## config.mk

```make
export PLATFORM = sky130hd
export DESIGN_NAME = alu_issue_stage
export DESIGN_NICKNAME = d
export VERILOG_FILES = /design/src/rtl/alu_issue_stage.sv
export SDC_FILE = /design/constraint.sdc
export NUM_CORES = 1
export LEC_CHECK = 0
export BUFFER_PORTS_ARGS = -buffer_cell sky130_fd_sc_hd__buf_2
export CAP_MARGIN = 15
export CORE_ASPECT_RATIO = 1.5
export CORE_UTILIZATION = 56
export DETAILED_ROUTE_END_ITERATION = 8
export GPL_TIMING_DRIVEN = 1
export PLACE_DENSITY_LB_ADDON = 0.15
export SETUP_SLACK_MARGIN = 0.5
export SYNTH_ARGS = -nofsm -noshare
export SYNTH_HDL_FRONTEND = slang
export SYNTH_SLANG_ARGS = --single-unit
```

## constraint.sdc

```tcl
create_clock -name clk_i -period 4.04 [get_ports clk_i]
set_input_delay 0.606 -clock clk_i [delete_from_list [all_inputs] [get_ports clk_i]]
set_output_delay 0.606 -clock clk_i [all_outputs]
set_load 0.05 [all_outputs]
```

## src/rtl/alu_issue_stage.sv

```systemverilog
// Decode/issue stage: decodes MIPS opcode/funct into ALU operands and control, buffered
// in a 2-entry ID/EX skid register with valid/ready handshakes, flush and illegal counting.
module alu_issue_stage #(
  parameter int unsigned DATA_W = 32,
  parameter int unsigned CNT_W  = 8
) (
  input  logic              clk_i,
  input  logic              rst_ni,
  input  logic              in_valid_i,
  output logic              in_ready_o,
  input  logic [5:0]        opcode_i,
  input  logic [5:0]        funct_i,
  input  logic [DATA_W-1:0] rs_data_i,
  input  logic [DATA_W-1:0] rt_data_i,
  input  logic [15:0]       imm16_i,
  input  logic [4:0]        rt_addr_i,
  input  logic [4:0]        rd_addr_i,
  input  logic              flush_i,
  output logic              out_valid_o,
  input  logic              out_ready_i,
  output logic [DATA_W-1:0] src_a_o,
  output logic [DATA_W-1:0] src_b_o,
  output logic [2:0]        alu_control_o,
  output logic [4:0]        dest_reg_o,
  output logic              reg_write_o,
  output logic              illegal_o,
  output logic [CNT_W-1:0]  illegal_count_o
);

  localparam logic [2:0] AluAnd = 3'b000;
  localparam logic [2:0] AluOr  = 3'b001;
  localparam logic [2:0] AluAdd = 3'b010;
  localparam logic [2:0] AluSub = 3'b100;
  localparam logic [2:0] AluMul = 3'b101;
  localparam logic [2:0] AluSlt = 3'b110;

  localparam logic [CNT_W-1:0] CntMax = '1;

  typedef struct packed {
    logic [DATA_W-1:0] src_a;
    logic [DATA_W-1:0] src_b;
    logic [2:0]        alu_control;
    logic [4:0]        dest_reg;
    logic              reg_write;
    logic              illegal;
  } entry_t;

  typedef enum logic [1:0] {StEmpty, StOne, StTwo} state_e;

  state_e           state_q;
  entry_t           out_q, skid_q, dec;
  logic [CNT_W-1:0] cnt_q;
  logic             accept, issue;

  logic [DATA_W-1:0] imm_sext, imm_zext;
  assign imm_sext = {{(DATA_W-16){imm16_i[15]}}, imm16_i};
  assign imm_zext = {{(DATA_W-16){1'b0}}, imm16_i};

  always_comb begin
    dec             = '0;
    dec.src_a       = rs_data_i;
    dec.alu_control = AluAnd;
    case (opcode_i)
      6'b000000: begin
        dec.src_b     = rt_data_i;
        dec.dest_reg  = rd_addr_i;
        dec.reg_write = 1'b1;
        case (funct_i)
          6'b100000: dec.alu_control = AluAdd;
          6'b100010: dec.alu_control = AluSub;
          6'b100100: dec.alu_control = AluAnd;
          6'b100101: dec.alu_control = AluOr;
          6'b101010: dec.alu_control = AluSlt;
          6'b011000: dec.alu_control = AluMul;
          default: begin
            dec.src_b     = '0;
            dec.dest_reg  = '0;
            dec.reg_write = 1'b0;
            dec.illegal   = 1'b1;
          end
        endcase
      end
      6'b001000: begin
        dec.alu_control = AluAdd;
        dec.src_b       = imm_sext;
        dec.dest_reg    = rt_addr_i;
        dec.reg_write   = 1'b1;
      end
      6'b001010: begin
        dec.alu_control = AluSlt;
        dec.src_b       = imm_sext;
        dec.dest_reg    = rt_addr_i;
        dec.reg_write   = 1'b1;
      end
      6'b001100: begin
        dec.alu_control = AluAnd;
        dec.src_b       = imm_zext;
        dec.dest_reg    = rt_addr_i;
        dec.reg_write   = 1'b1;
      end
      6'b001101: begin
        dec.alu_control = AluOr;
        dec.src_b       = imm_zext;
        dec.dest_reg    = rt_addr_i;
        dec.reg_write   = 1'b1;
      end
      6'b100011: begin
        dec.alu_control = AluAdd;
        dec.src_b       = imm_sext;
        dec.dest_reg    = rt_addr_i;
        dec.reg_write   = 1'b1;
      end
      6'b101011: begin
        dec.alu_control = AluAdd;
        dec.src_b       = imm_sext;
      end
      6'b000100: begin
        dec.alu_control = AluSub;
        dec.src_b       = rt_data_i;
      end
      default: dec.illegal = 1'b1;
    endcase
    // Writes to $zero are architecturally discarded
    if (dec.dest_reg == 5'd0) dec.reg_write = 1'b0;
  end

  assign in_ready_o  = (state_q != StTwo) && !flush_i;
  assign out_valid_o = (state_q != StEmpty);
  assign accept      = in_valid_i && in_ready_o;
  assign issue       = out_valid_o && out_ready_i;

  always_ff @(posedge clk_i) begin
    if (!rst_ni) begin
      state_q <= StEmpty;
      out_q   <= '0;
      skid_q  <= '0;
      cnt_q   <= '0;
    end else begin
      if (accept && dec.illegal && (cnt_q != CntMax)) cnt_q <= cnt_q + 1'b1;
      if (flush_i) begin
        state_q <= StEmpty;
      end else begin
        case (state_q)
          StEmpty: begin
            if (accept) begin
              out_q   <= dec;
              state_q <= StOne;
            end
          end
          StOne: begin
            if (accept && issue) begin
              out_q <= dec;
            end else if (accept) begin
              skid_q  <= dec;
              state_q <= StTwo;
            end else if (issue) begin
              state_q <= StEmpty;
            end
          end
          StTwo: begin
            if (issue) begin
              out_q   <= skid_q;
              state_q <= StOne;
            end
          end
          default: state_q <= StEmpty;
        endcase
      end
    end
  end

  assign src_a_o         = out_q.src_a;
  assign src_b_o         = out_q.src_b;
  assign alu_control_o   = out_q.alu_control;
  assign dest_reg_o      = out_q.dest_reg;
  assign reg_write_o     = out_q.reg_write;
  assign illegal_o       = out_q.illegal;
  assign illegal_count_o = cnt_q;

endmodule

```

---- Word-level counts from Yosys, hierarchy flattened ----
Cells that the tools add are included.
storage, ports and cells
  register bits ........................... 158
  bits of input ports ..................... 107
  output and inout bits ................... 84
operators by class
  $add $sub $neg .......................... 1
  eq/ne operators ......................... 22
  muxes and demuxes ....................... 17
  bitwise operators ....................... 3
  reduce and logical (&&, ||, !) cells .... 20
operators with widths
  kind                                                  count
  2-to-1 mux 74 bit                                     3
  one-hot mux 74 bit (3 select lines)                   1
  one-hot mux 35 bit (6 select lines)                   1
  equality test 6 bit (second input constant)           7
  2-to-1 mux 32 bit                                     1
  equality test 6 x 4 -> 1 bit (second input constant)  4
  one-hot mux 3 bit (5 select lines)                    1
  one-hot mux 6 bit (2 select lines)                    1
  2-to-1 mux 2 bit                                      5
  != test 2 bit (second input constant)                 5
  adder 8 x 1 -> 8 bit (second input constant)          1
  != test 8 bit (second input constant)                 1
  AND reduction 4 bit                                   2
  2-to-1 mux 7 bit                                      1
  OR reduction 7 bit                                    1
  equality test 6 x 3 -> 1 bit (second input constant)  1
  equality test 6 x 5 -> 1 bit (second input constant)  1
  logical AND 1 bit                                     6
  zero test 6 bit                                       1
  one-hot mux 2 bit (3 select lines)                    1
  OR reduction 6 bit                                    1
  zero test 5 bit                                       1
  AND reduction 5 bit                                   1
  OR reduction 5 bit                                    1
  other kinds (12)                                      14

---- Longest topological paths before layout ----
Gate-level depths: netlist (run 1).
  depth after elaboration ................. 8
  gate-level depth with buffers ........... 8
  gate-level depth less buffers ........... 6

---- Worst setup path before layout (run 1) ----
No wires, ideal clock.
  kind .................................... register to output
  start ................................... register state_q[1]
  end ..................................... output in_ready_o
  data arrival time ....................... 1.691 ns
  setup slack ............................. 1.743 ns
  cell stages (with the launch flop) ...... 6
  cells stage by stage .................... dfxtp_1 -> nor2b_1 -> clkbuf_1 -> clkbuf_1 -> clkbuf_1 -> nor2_1
on the way
  longest elaborated chain between the ends .. 2
ends and longest elaborated chain
  item                    line  source
  from (decl)             50    state_e state_q;
  from (signal assigned)  134   state_q <= StEmpty;
  from (signal assigned)  141   state_q <= StEmpty;
  from (signal assigned)  147   state_q <= StOne;
  != test 2 bit           127   assign in_ready_o = (state_q != StTwo) && !flush_i;
  logical AND 1 bit       127
  to (decl)               10    output logic in_ready_o,
No other way between the ends.

---- Worst setup path after layout (run 1) ----
Same ends and word-level chain as after synthesis.

==> summary.txt, run 1 <==
Status
  • Outcome: complete, no violations

Placed design
  • Dpl hpwl: 11900 um
  • PortBufs: 190
  • RePlAce Congestion: 0.858
  • Inst Count DP: 1118
  • Dpl cell area: 7830 sq um
  • DP Worst Slack: 1.13 ns

Logic synthesis
  • Most common cell in the netlist: dfxtp_1
  • Synth unique cells: 63
  • Area contributors post-synth: dfxtp_1 (46%), nand2_1 (7.9%), a21oi_1 (6.3%), o21ai_0 (4.3%), a311oi_1 (4.2%)
  • Register area share after synthesis: 46.0%
  • Yosys reg bits: 158
  • Number of flops mapped to enable cells by yosys: 0
  • Area leader, netlist: dfxtp_1
  • Syn Area/Cell: 8.19 sq um
  • Synth top cells by count: dfxtp_1 (158), nand2_1 (144), a21oi_1 (86)
  • Main synth FF type: dfxtp_1
  • Mapped Nets: 948
  • Mapped Area: 6880 sq um
  • Synth warn: 0
  • Async set-reset flop share out of synthesis: 0%
  • Synth top area share: 46.0%
  • Cells after synthesis: 840

Worst setup path
  • Slowest cell on crit path: nor2b_4
  • Kind of critical path: reg2out
  • Critical Path AT: 1.90 ns
  • Setup crit end kind: primary output
  • Top fanout value on the critical path: 33
  • Crit-path cells: nor2b_4 -> nor2_1 -> buf_2
  • CP required: 3.43 ns
  • Reg2reg path depth: 6
  • Worst setup SP type: flip-flop
  • Worst path max stage delay: 0.73 ns

Global routing
  • Gr usage total: 29.0%
  • Global-route wire length before repair: 29800 um
  • Vias in the first global route: 6195
  • Largest net degree at the start of global routing: 79
  • Grt total ovfl: 0
  • Initial antenna violation count: 1

Cells and area
  • Nets: 1092
  • Register area: 3160 sq um
  • Final instance area: 8420 sq um
  • Synth-to-layout area growth: 22.4%
  • Final core occ: 70.4%
  • Fillcell total: 1064
  • Non-Filler Instances: 1150
  • Layout cells sized above 1: 25.2%
  • Multi-input logic area: 3380 sq um

Floorplanning
  • Width of the die: 92.5 um
  • I/O pins: 191
  • Placeable Area: 12000 sq um
  • Die area: 12700 sq um
  • Row count: 49
  • Initial Util: 57.6%
  • Die Height: 138 um

Run
  • Max Cap Violations: 0

STA
  • Least-Margin Pin Slew: 1.04 ns
  • Hold slack: 0.422 ns
  • Worst setup margin: 1.53 ns
  • Rel. slew slack: 30.2%
  • Fin crit share: 62.0%
  • RSZ-0062 raised after global routing: no
  • # setup viols final: 0
  • Fmax: 399 MHz
  • Final Hold Fails: 0
  • Final min period: 2.51 ns
  • Final-report max-slew violation count: 0
  • Skew final: 0.00762 ns
  • Setup_tns: 0 ns

Clock tree
  • Clock sink count: 158
  • Post-cts resize count: 0
  • Skew-Pair Late Insertion Delay: 0.41 ns
  • TritonCTS clock tree: done
  • Total CTS buffers: 17
  • Clock H-tree levels: 4
  • Bufs on Longest Clock Path: 2
  • Hold buffers post-CTS: 0
  • Worst-path clk slew: 0.06 ns
  • Setup bufs post-CTS: 0
  • CTS Root Cell: clkbuf_16

Power and ir drop
  • Pwr Total: 3.66 mW
  • Gate power share: 11.9%
  • Power share of the clock group: 43.7%
  • Maximum VDD drop: 343 uV
  • Psw: 0.982 mW
  • Cell Pwr Density: 434 nW/um^2
  • Leak: 3.32 nW
  • Part of the power in registers: 44.4%
  • Net Sw Frac: 26.9%
  • Internal power: 2.67 mW

Routing
  • Remaining DRCs: 0
  • TritonRoute pass-1 iters: 5
  • Wire per inst: 16.1 um
  • Post-route ant nets: 0
  • First DRT Iteration DRCs: 403
  • Final wirelength: 18500 um
  • Via Count: 6915
  • Avg Vias per Cell: 6.01

Min path
  • Worst min-delay path category: in2reg
  • WHS Path Cells: 2
==> cell families (layout without fill, tap and decap cells) <==
| kind of cell | count (synthesis) | after routing | share of synthesized area (%) |
|---|---|---|---|
| compound gates | 281 | 281 | 27.4 |
| mux | 5 | 5 | 0.763 |
| other cells | 0 | 1 | 0 |
| buf+inv | 88 | 244 | 5.31 |
| flops | 158 | 158 | 46.0 |
| simple gates | 306 | 306 | 20.3 |
| fa+ha+maj | 1 | 1 | 0.182 |
| xor+xnor | 1 | 1 | 0.127 |
==> final timing paths <==
check               end  slack, ns         from
max          in_ready_o       1.53   state_q[1]
min          state_q[1]       0.42  out_ready_i
max reg2reg  src_b_o[3]       1.70   state_q[1]
min reg2reg  skid_q[47]       0.46   skid_q[47]
==> area by class of cell <==
| type | instances | area share [%] |
|---|---|---|
| Timing Repair Buffer | 204 | 12.5 |
| Multi-Input combinational cell | 594 | 40.2 |
| Clock inverter | 11 | 1.59 |
| Sequential cell | 158 | 37.6 |
| Inverter | 9 | 0.401 |
| Clock buffer | 20 | 5.42 |
| Tap cell | 153 | 2.27 |
| Antenna cell | 1 | 0.0297 |
==> registers in the layout, indices dropped and copies added, names as in the netlist <==
signal / cells
alu_control_o: 3
skid_q: 74
dest_reg_o: 5
src_b_o: 32
illegal_o: 1
reg_write_o: 1
src_a_o: 32
state_q: 2
illegal_count_o: 8
==> cell usage in the layout (no fill, tap or decap), drive strengths merged, types with 2 or more instances in the layout <==
| cell type | count |
|---|---|
| a21oi | 86 |
| o311ai | 4 |
| nor2b | 2 |
| nor3b | 5 |
| a2bb2oi | 2 |
| buf | 204 |
| a221oi | 2 |
| a22o | 2 |
| a32oi | 16 |
| nand2 | 144 |
| a311oi | 33 |
| nor3 | 11 |
| o221ai | 16 |
| o31ai | 6 |
| a2111oi | 4 |
| o2bb2ai | 18 |
| nand4bb | 2 |
| nand2b | 9 |
| a31oi | 17 |
| mux2 | 2 |
| and3b | 3 |
| a211oi | 4 |
| mux2i | 3 |
| and2 | 3 |
| inv | 11 |
| clkbuf | 20 |
| clkinv | 6 |
| or2 | 3 |
| bufinv | 2 |
| nand4b | 2 |
| nor4 | 2 |
| nand3 | 55 |
| dfxtp | 158 |
| nor2 | 51 |
| or4 | 5 |
| or3 | 2 |
| o21ai | 59 |
==> per-layer routing <==
layer	global-route usage (%)	up-vias	wire, um
met3	7.40	35	1140
met5	0	-	0
li1	-	3375	-
met4	13.5	0	480
met2	47.9	228	9160
met1	35.4	3277	7750
==> power groups by stage <==
stage	combinational [mW]	clock, mW	sequential, mW
after floorplan	0.174	0	1.77
after global placement	0.430	0	1.66
after detailed placement	0.433	0	1.66
after CTS	0.435	1.62	1.62
after global routing	0.468	1.69	1.63
final	0.434	1.60	1.62
==> worst max-delay path: cells and delay by family (launching register included) <==
family	cells	cell delay, ns
buffers and inverters	1	0.24
DFF	1	0.46
and+or+nand+nor	2	0.79
Note: power is estimated with default switching activity, not from simulation.
==> inputs of run 2 (changes only) <==
--- a/config.mk
+++ b/config.mk
@@ -8,7 +8,7 @@
 export BUFFER_PORTS_ARGS = -buffer_cell sky130_fd_sc_hd__buf_2
 export CAP_MARGIN = 15
 export CORE_ASPECT_RATIO = 1.5
-export CORE_UTILIZATION = 56
+export CORE_UTILIZATION = 52
 export DETAILED_ROUTE_END_ITERATION = 8
 export GPL_TIMING_DRIVEN = 1
 export PLACE_DENSITY_LB_ADDON = 0.15
==> constraint.sdc (replaced) <==
create_clock -name clk_i -period 2.4 [get_ports clk_i]
set_input_delay 0.36 -clock clk_i [delete_from_list [all_inputs] [get_ports clk_i]]
set_output_delay 0.36 -clock clk_i [all_outputs]
set_load 0.05 [all_outputs]
==> run 2 against run 1 <==
Against the previous run:
- utilization decreased by 3.5 points
- wire length increased by 2.9%
- final cell count increased by 2.0%
- power increased by 67%
- clock power increased by 64%
- design area increased by 3.0%
- critical path depth increased by 3
- largest cell class unchanged
==> summary.txt, run 2 (synthesis results as in run 1) <==
Global routing
  • Grt total ovfl: 0 (unchanged)
  • Global-route wire length before repair: 30200 um (was 29800 um)
  • Vias in the first global route: 6259 (was 6195)
  • Gr usage total: 27.9% (was 29.0%)
  • Largest net degree at the start of global routing: 79 (unchanged)
  • Initial antenna violation count: 1 (unchanged)

Clock tree
  • Clock sink count: 158 (unchanged)
  • TritonCTS clock tree: done (unchanged)
  • CTS Root Cell: clkbuf_16 (unchanged)
  • Total CTS buffers: 17 (unchanged)
  • Skew-Pair Late Insertion Delay: 0.41 ns (about the same)
  • Worst-path clk slew: 0.07 ns (was 0.06 ns)
  • Clock H-tree levels: 4 (unchanged)
  • Bufs on Longest Clock Path: 2 (unchanged)
  • Hold buffers post-CTS: 0 (unchanged)

STA
  • Fmax: 540 MHz
  • Setup_tns: 0 ns (unchanged)
  • RSZ-0062 raised after global routing: yes (was no)
  • Least-Margin Pin Slew: 0.859 ns (was 1.04 ns)
  • Final Hold Fails: 0 (unchanged)
  • Hold slack: 0.189 ns (was 0.422 ns)
  • Final-report max-slew violation count: 0 (unchanged)
  • # setup viols final: 0 (unchanged)
  • Final min period: 1.85 ns
  • Fin crit share: 77.1%
  • Skew final: 0.00705 ns (was 0.00762 ns)
  • Rel. slew slack: 42.7% (was 30.2%)

Worst setup path
  • Top fanout value on the critical path: 6 (was 33)
  • Crit-path cells: ha_4 -> nand3_2 -> o2111ai_4 -> a211o_4 -> or4_4 -> a21oi_2 (was nor2b_4 -> nor2_1 -> buf_2)
  • Critical Path AT: 2.20 ns (was 1.90 ns)
  • Worst setup SP type: flip-flop (unchanged)
  • Worst path max stage delay: 0.49 ns (was 0.73 ns)
  • Slowest cell on crit path: or4_4 (was nor2b_4)
  • Kind of critical path: reg2reg (was reg2out)
  • Setup crit end kind: flip-flop (was primary output)
  • CP required: 2.75 ns (was 3.43 ns)

Floorplanning
  • Die Height: 143 um (was 138 um)
  • I/O pins: 191 (unchanged)
  • Row count: 51 (was 49)
  • Die area: 13700 sq um (was 12700 sq um)
  • Initial Util: 53.1% (was 57.6%)
  • Width of the die: 95.9 um (was 92.5 um)
  • Placeable Area: 13000 sq um (was 12000 sq um)

Routing
  • Post-route ant nets: 0 (unchanged)
  • Avg Vias per Cell: 5.90 (was 6.01)
  • First DRT Iteration DRCs: 358 (was 403)
  • Remaining DRCs: 0 (unchanged)
  • Via Count: 6924 (was 6915)
  • TritonRoute pass-1 iters: 4 (was 5)
  • Wire per inst: 16.2 um (was 16.1 um)
  • Final wirelength: 19100 um (was 18500 um)

Cells and area
  • Synth-to-layout area growth: 26.0% (was 22.4%)
  • Final instance area: 8670 sq um (was 8420 sq um)
  • Most frequent cells in the layout: buf_2 (190), dfxtp_1 (154), nand2_1 (144) (was buf_2 (190), dfxtp_1 (158), nand2_1 (144))
  • Number of flip-flops in the largest register: 74 (unchanged)
  • Reg with most FFs: skid_q (unchanged)
  • Nets: 1108 (was 1092)
  • Layout cells sized above 1: 27.7% (was 25.2%)
  • Non-Filler Instances: 1173 (was 1150)
  • Commonest non-fill, non-tap cell in the layout: buf_2 (unchanged)

Placed design
  • PortBufs: 190 (unchanged)
  • Dpl hpwl: 12300 um (was 11900 um)
  • Inst Count DP: 1136 (was 1118)
  • Dpl cell area: 7970 sq um (was 7830 sq um)
  • RePlAce Congestion: 0.814 (was 0.858)

Power and ir drop
  • Pwr Total: 6.12 mW (was 3.66 mW)
  • Cell Pwr Density: 705 nW/um^2 (was 434 nW/um^2)
  • Leak: 3.41 nW (was 3.32 nW)
  • Maximum VDD drop: 459 uV (was 343 uV)

Status
  • Outcome: complete, no violations (unchanged)

Run
  • Max Cap Violations: 0 (unchanged)

Min path
  • Worst min-delay path category: in2reg (unchanged)
==> run 2: cell types whose count changed in the layout (fill, tap and decap cells not counted), moves of 3 or more <==
cell        delta
buf_12         +4
buf_4         +10
clkinv_4       -4
clkinvlp_4     +3
dfxtp_1        -4
dfxtp_2        +4
inv_6          +3
==> run 2: worst paths after layout <==
path | slack [ns] | endpoint | from | cells after the start
min | 0.19 | skid_q[63] | rs_data_i[21] | 3
min reg2reg | 0.46 | skid_q[63] | skid_q[63] | 2
max | 0.55 | illegal_count_o[6] | illegal_count_o[0] | 6
max reg2reg | 0.55 | illegal_count_o[6] | illegal_count_o[0] | 6
==> run 2: power breakdown <==
group	leakage, nW	switching (mW)	internal [mW]
clock network	0.272	1.14	1.48
registers	1.28	0.0395	2.70
logic	1.86	0.529	0.237
==> run 2: per-layer routing <==
metal	track usage, %	wire (um)	up-vias
li1	-	-	3414
met1	34.2	7900	3264
met2	46.7	9660	215
met3	6.39	1070	31
met4	11.3	423	0
met5	0	0	-
==> run 2: worst max-delay path, delay by kind of cell (launching register included) <==
family                     cells  cell delay (ns)
AOI/OAI and AO/OA              3             0.65
adders and majority gates      1             0.19
DFF                            1             0.36
and+or+nand+nor                2             0.59
==> run 2: per-stage QoR <==
| stage | worst slack, ns | util, % |
|---|---|---|
| final | 0.549 | 66.9 |
| after global routing | 0.476 | 66.9 |
| after CTS | 0.478 | 66.2 |
| after detailed placement | 0.246 | 61.5 |
| after global placement | 0.236 | 61.5 |
| after floorplan | 0.528 | - |
==> run 2: layout make-up <==
cell class / instances / area [sq um]
Tap cell: 159 / 199
Inverter: 9 / 33.8
Sequential cell: 158 / 3170
Clock inverter: 14 / 134
Antenna cell: 1 / 2.50
Timing Repair Buffer: 219 / 1220
Multi-Input combinational cell: 595 / 3470
Fill cell: 1160 / 4280
Clock buffer: 18 / 439
==> run 2: repair_timing <==
action,4_1_cts,5_1_grt
gates resized for setup,4,16
pin swaps,0,4
setup endpoints to repair,63,56
setup buffers,3,0
endpoints found under the hold margin,0,0
cloned,0,1
==> inputs of run 3 (changes only) <==
--- a/config.mk
+++ b/config.mk
@@ -8,7 +8,7 @@
 export BUFFER_PORTS_ARGS = -buffer_cell sky130_fd_sc_hd__buf_2
 export CAP_MARGIN = 15
 export CORE_ASPECT_RATIO = 1.5
-export CORE_UTILIZATION = 52
+export CORE_UTILIZATION = 47
 export DETAILED_ROUTE_END_ITERATION = 8
 export GPL_TIMING_DRIVEN = 1
 export PLACE_DENSITY_LB_ADDON = 0.15
==> constraint.sdc (replaced) <==
create_clock -name clk_i -period 1.6 [get_ports clk_i]
set_input_delay 0.24 -clock clk_i [delete_from_list [all_inputs] [get_ports clk_i]]
set_output_delay 0.24 -clock clk_i [all_outputs]
set_load 0.05 [all_outputs]
==> run 3 against run 2 <==
Against the previous run:
- the flow now finishes with violations (setup timing)
- highest routed layer unchanged
- wire length up 39%
- largest power group is now clock
- utilization up 16 points
- die area up 10%
- first-iteration DRC count up 5.0%
- largest cell class unchanged
==> summary.txt, run 3 (synthesis results as in run 1) <==
Clock tree
  • Clock sink count: 158 (unchanged)
  • CTS Root Cell: clkbuf_16 (unchanged)
  • Worst-path clk slew: 0.07 ns (about the same)
  • Skew-Pair Late Insertion Delay: 0.43 ns (was 0.41 ns)
  • Total CTS buffers: 17 (unchanged)
  • Bufs on Longest Clock Path: 2 (unchanged)
  • TritonCTS clock tree: done (unchanged)
  • Clock H-tree levels: 4 (unchanged)

Worst setup path
  • Crit-path cells: ha_4 -> nand3_2 -> o2111ai_2 -> a211o_1 -> buf_12 -> or4_4 -> a21oi_2 (was ha_4 -> nand3_2 -> o2111ai_4 -> a211o_4 -> or4_4 -> a21oi_2)
  • Top fanout value on the critical path: 13 (was 6)
  • Worst path max stage delay: 0.42 ns (was 0.49 ns)
  • Setup crit end kind: flip-flop (unchanged)
  • CP required: 1.96 ns (was 2.75 ns)
  • Critical Path AT: 2.19 ns (was 2.20 ns)
  • Worst setup SP type: flip-flop (unchanged)
  • CP top delay family: compound AO/OA/AOI/OAI gates (unchanged)
  • Flop2flop setup slack: -0.23 ns (was 0.55 ns)
  • Kind of critical path: reg2reg (unchanged)
  • Slowest cell on crit path: or4_4 (unchanged)
  • Buf+Inv Stages, Crit Path: 1 (was 0)
  • Worst R2R End: illegal_count_o[3] (was illegal_count_o[6])
  • Worst reg2reg startpoint: illegal_count_o[0] (unchanged)
  • Reg2reg path depth: 7 (was 6)

Routing
  • Remaining DRCs: 0 (unchanged)
  • Via Count: 7900 (was 6924)
  • Wire per inst: 20.2 um (was 16.2 um)
  • Post-route ant nets: 0 (unchanged)
  • TritonRoute pass-1 iters: 5 (was 4)
  • Avg Vias per Cell: 6.02 (was 5.90)
  • Final wirelength: 26500 um (was 19100 um)
  • First DRT Iteration DRCs: 376 (was 358)

Cells and area
  • Reg with most FFs: skid_q (unchanged)
  • Synth-to-layout area growth: 70.7% (was 26.0%)
  • Commonest non-fill, non-tap cell in the layout: buf_2 (unchanged)
  • Final core occ: 83.2% (was 66.9%)
  • Most frequent cells in the layout: buf_2 (129), nand2_1 (104), dfxtp_1 (102) (was buf_2 (190), dfxtp_1 (154), nand2_1 (144))
  • Layout cells sized above 1: 53.6% (was 27.7%)
  • Final instance area: 11800 sq um (was 8670 sq um)
  • Nets: 1212 (was 1108)
  • Number of flip-flops in the largest register: 74 (unchanged)

Power and ir drop
  • Internal power: 7.07 mW (was 4.41 mW)
  • Psw: 2.86 mW (was 1.71 mW)
  • Net Sw Frac: 28.8% (was 27.9%)
  • Gate power share: 16.3% (was 12.5%)
  • Part of the power in registers: 41.6% (was 44.7%)
  • Maximum VDD drop: 735 uV (was 459 uV)
  • Leak: 4.43 nW (was 3.41 nW)
  • Power share of the clock group: 42.1% (was 42.8%)
  • Cell Pwr Density: 846 nW/um^2 (was 705 nW/um^2)

STA
  • Hold slack: 0.0617 ns (was 0.189 ns)
  • Fin crit share: 114% (was 77.1%)
  • Rel. slew slack: 52.2% (was 42.7%)
  • # setup viols final: 71 (was 0)
  • Fmax: 546 MHz (was 540 MHz)
  • Final min period: 1.83 ns (was 1.85 ns)
  • RSZ-0062 raised after global routing: yes (unchanged)
  • Final-report max-slew violation count: 0 (unchanged)
  • Skew final: 0.00806 ns (was 0.00705 ns)
  • Final Hold Fails: 0 (unchanged)
  • Least-Margin Pin Slew: 0.716 ns (was 0.859 ns)
  • Worst setup margin: -0.230 ns (was 0.549 ns)

Global routing
  • Grt total ovfl: 0 (unchanged)
  • Global-route wire length before repair: 38200 um (was 30200 um)
  • Gr usage total: 32.5% (was 27.9%)
  • Largest net degree at the start of global routing: 78 (was 79)
  • Initial antenna violation count: 1 (unchanged)
  • Vias in the first global route: 7701 (was 6259)

Placed design
  • Dpl cell area: 9120 sq um (was 7970 sq um)
  • RePlAce Congestion: 0.841 (was 0.814)
  • Dpl hpwl: 13800 um (was 12300 um)
  • DP Worst Slack: -0.213 ns (was 0.246 ns)
  • PortBufs: 190 (unchanged)

Floorplanning
  • Die Height: 150 um (was 143 um)
  • Initial Util: 48.7% (was 53.1%)
  • Placeable Area: 14100 sq um (was 13000 sq um)
  • Die area: 15100 sq um (was 13700 sq um)
  • I/O pins: 191 (unchanged)
  • Width of the die: 101 um (was 95.9 um)
  • Row count: 53 (was 51)

Min path
  • Worst min-delay path category: in2reg (unchanged)
  • Worst hold start: rs_data_i[17] (was rs_data_i[21])
  • Worst Hold Path EP: skid_q[59] (was skid_q[63])
  • WHS Path Cells: 3 (unchanged)

Status
  • Failing checks: setup timing
  • Outcome: finished with violations (was complete, no violations)

Run
  • Max Cap Violations: 0 (unchanged)
## run 3: final cells by class
type                            instances  area, sq um
Multi-Input combinational cell        594         4430
Antenna cell                            3         7.51
Inverter                                9         33.8
Clock inverter                         13          154
Clock buffer                           19          443
Tap cell                              192          240
Fill cell                             794         2370
Timing Repair Buffer                  324         3200
Sequential cell                       158         3240
## run 3: per-layer routing
layer / GRT usage [%] / part of all wire [%]
met5: 0 / 0
met4: 18.8 / 4.6
met3: 6.36 / 5.9
met2: 56.8 / 52
met1: 36.6 / 38
## run 3: through the flow
stage | TNS, ns | total power, mW | std cells
2_1_floorplan | -4.32 | 5.04 | 840
3_3_place_gp | -9.33 | 5.49 | 1234
3_5_place_dp | -10.53 | 5.50 | 1234
4_1_cts | -1.16 | 9.80 | 1299
5_1_grt | -9.50 | 10.2 | 1310
6_report | -3.90 | 9.93 | 1312
## run 3: worst max-delay path by stage
stage,start,to,depth (start not counted)
2_1_floorplan,illegal_count_o[1],illegal_count_o[2],7
3_3_place_gp,opcode_i[0],illegal_o,6
3_5_place_dp,opcode_i[0],illegal_count_o[0],8
4_1_cts,illegal_count_o[1],illegal_count_o[4],7
5_1_grt,illegal_count_o[1],illegal_count_o[3],7
6_report,illegal_count_o[0],illegal_count_o[3],7
## run 3: power by group through the flow
stage | sequential (mW) | combinational [mW] | clock, mW
after detailed placement | 4.18 | 1.32 | 0
after global routing | 4.14 | 1.70 | 4.39
after CTS | 4.12 | 1.51 | 4.18
after floorplan | 4.48 | 0.563 | 0
after global placement | 4.18 | 1.31 | 0
final | 4.13 | 1.62 | 4.19
## run 3: worst register-to-register path, delay by kind of cell (launching register included)
family	cells	cell delay (ns)
AO/OA/AOI/OAI	3	0.59
AND/OR/NAND/NOR	2	0.50
flip-flops	1	0.35
adder cells (fa/ha/maj)	1	0.17
buffers and inverters	1	0.15
## run 3: what timing repair did
item | 4_1_cts | 5_1_grt
resized for setup | 350 | 89
hold endpoints to repair | 0 | 0
hold buffers | 0 | 0
cloned | 12 | 3
pin swaps | 26 | 13
buffers inserted | 21 | 7
setup endpoints to repair | 242 | 242
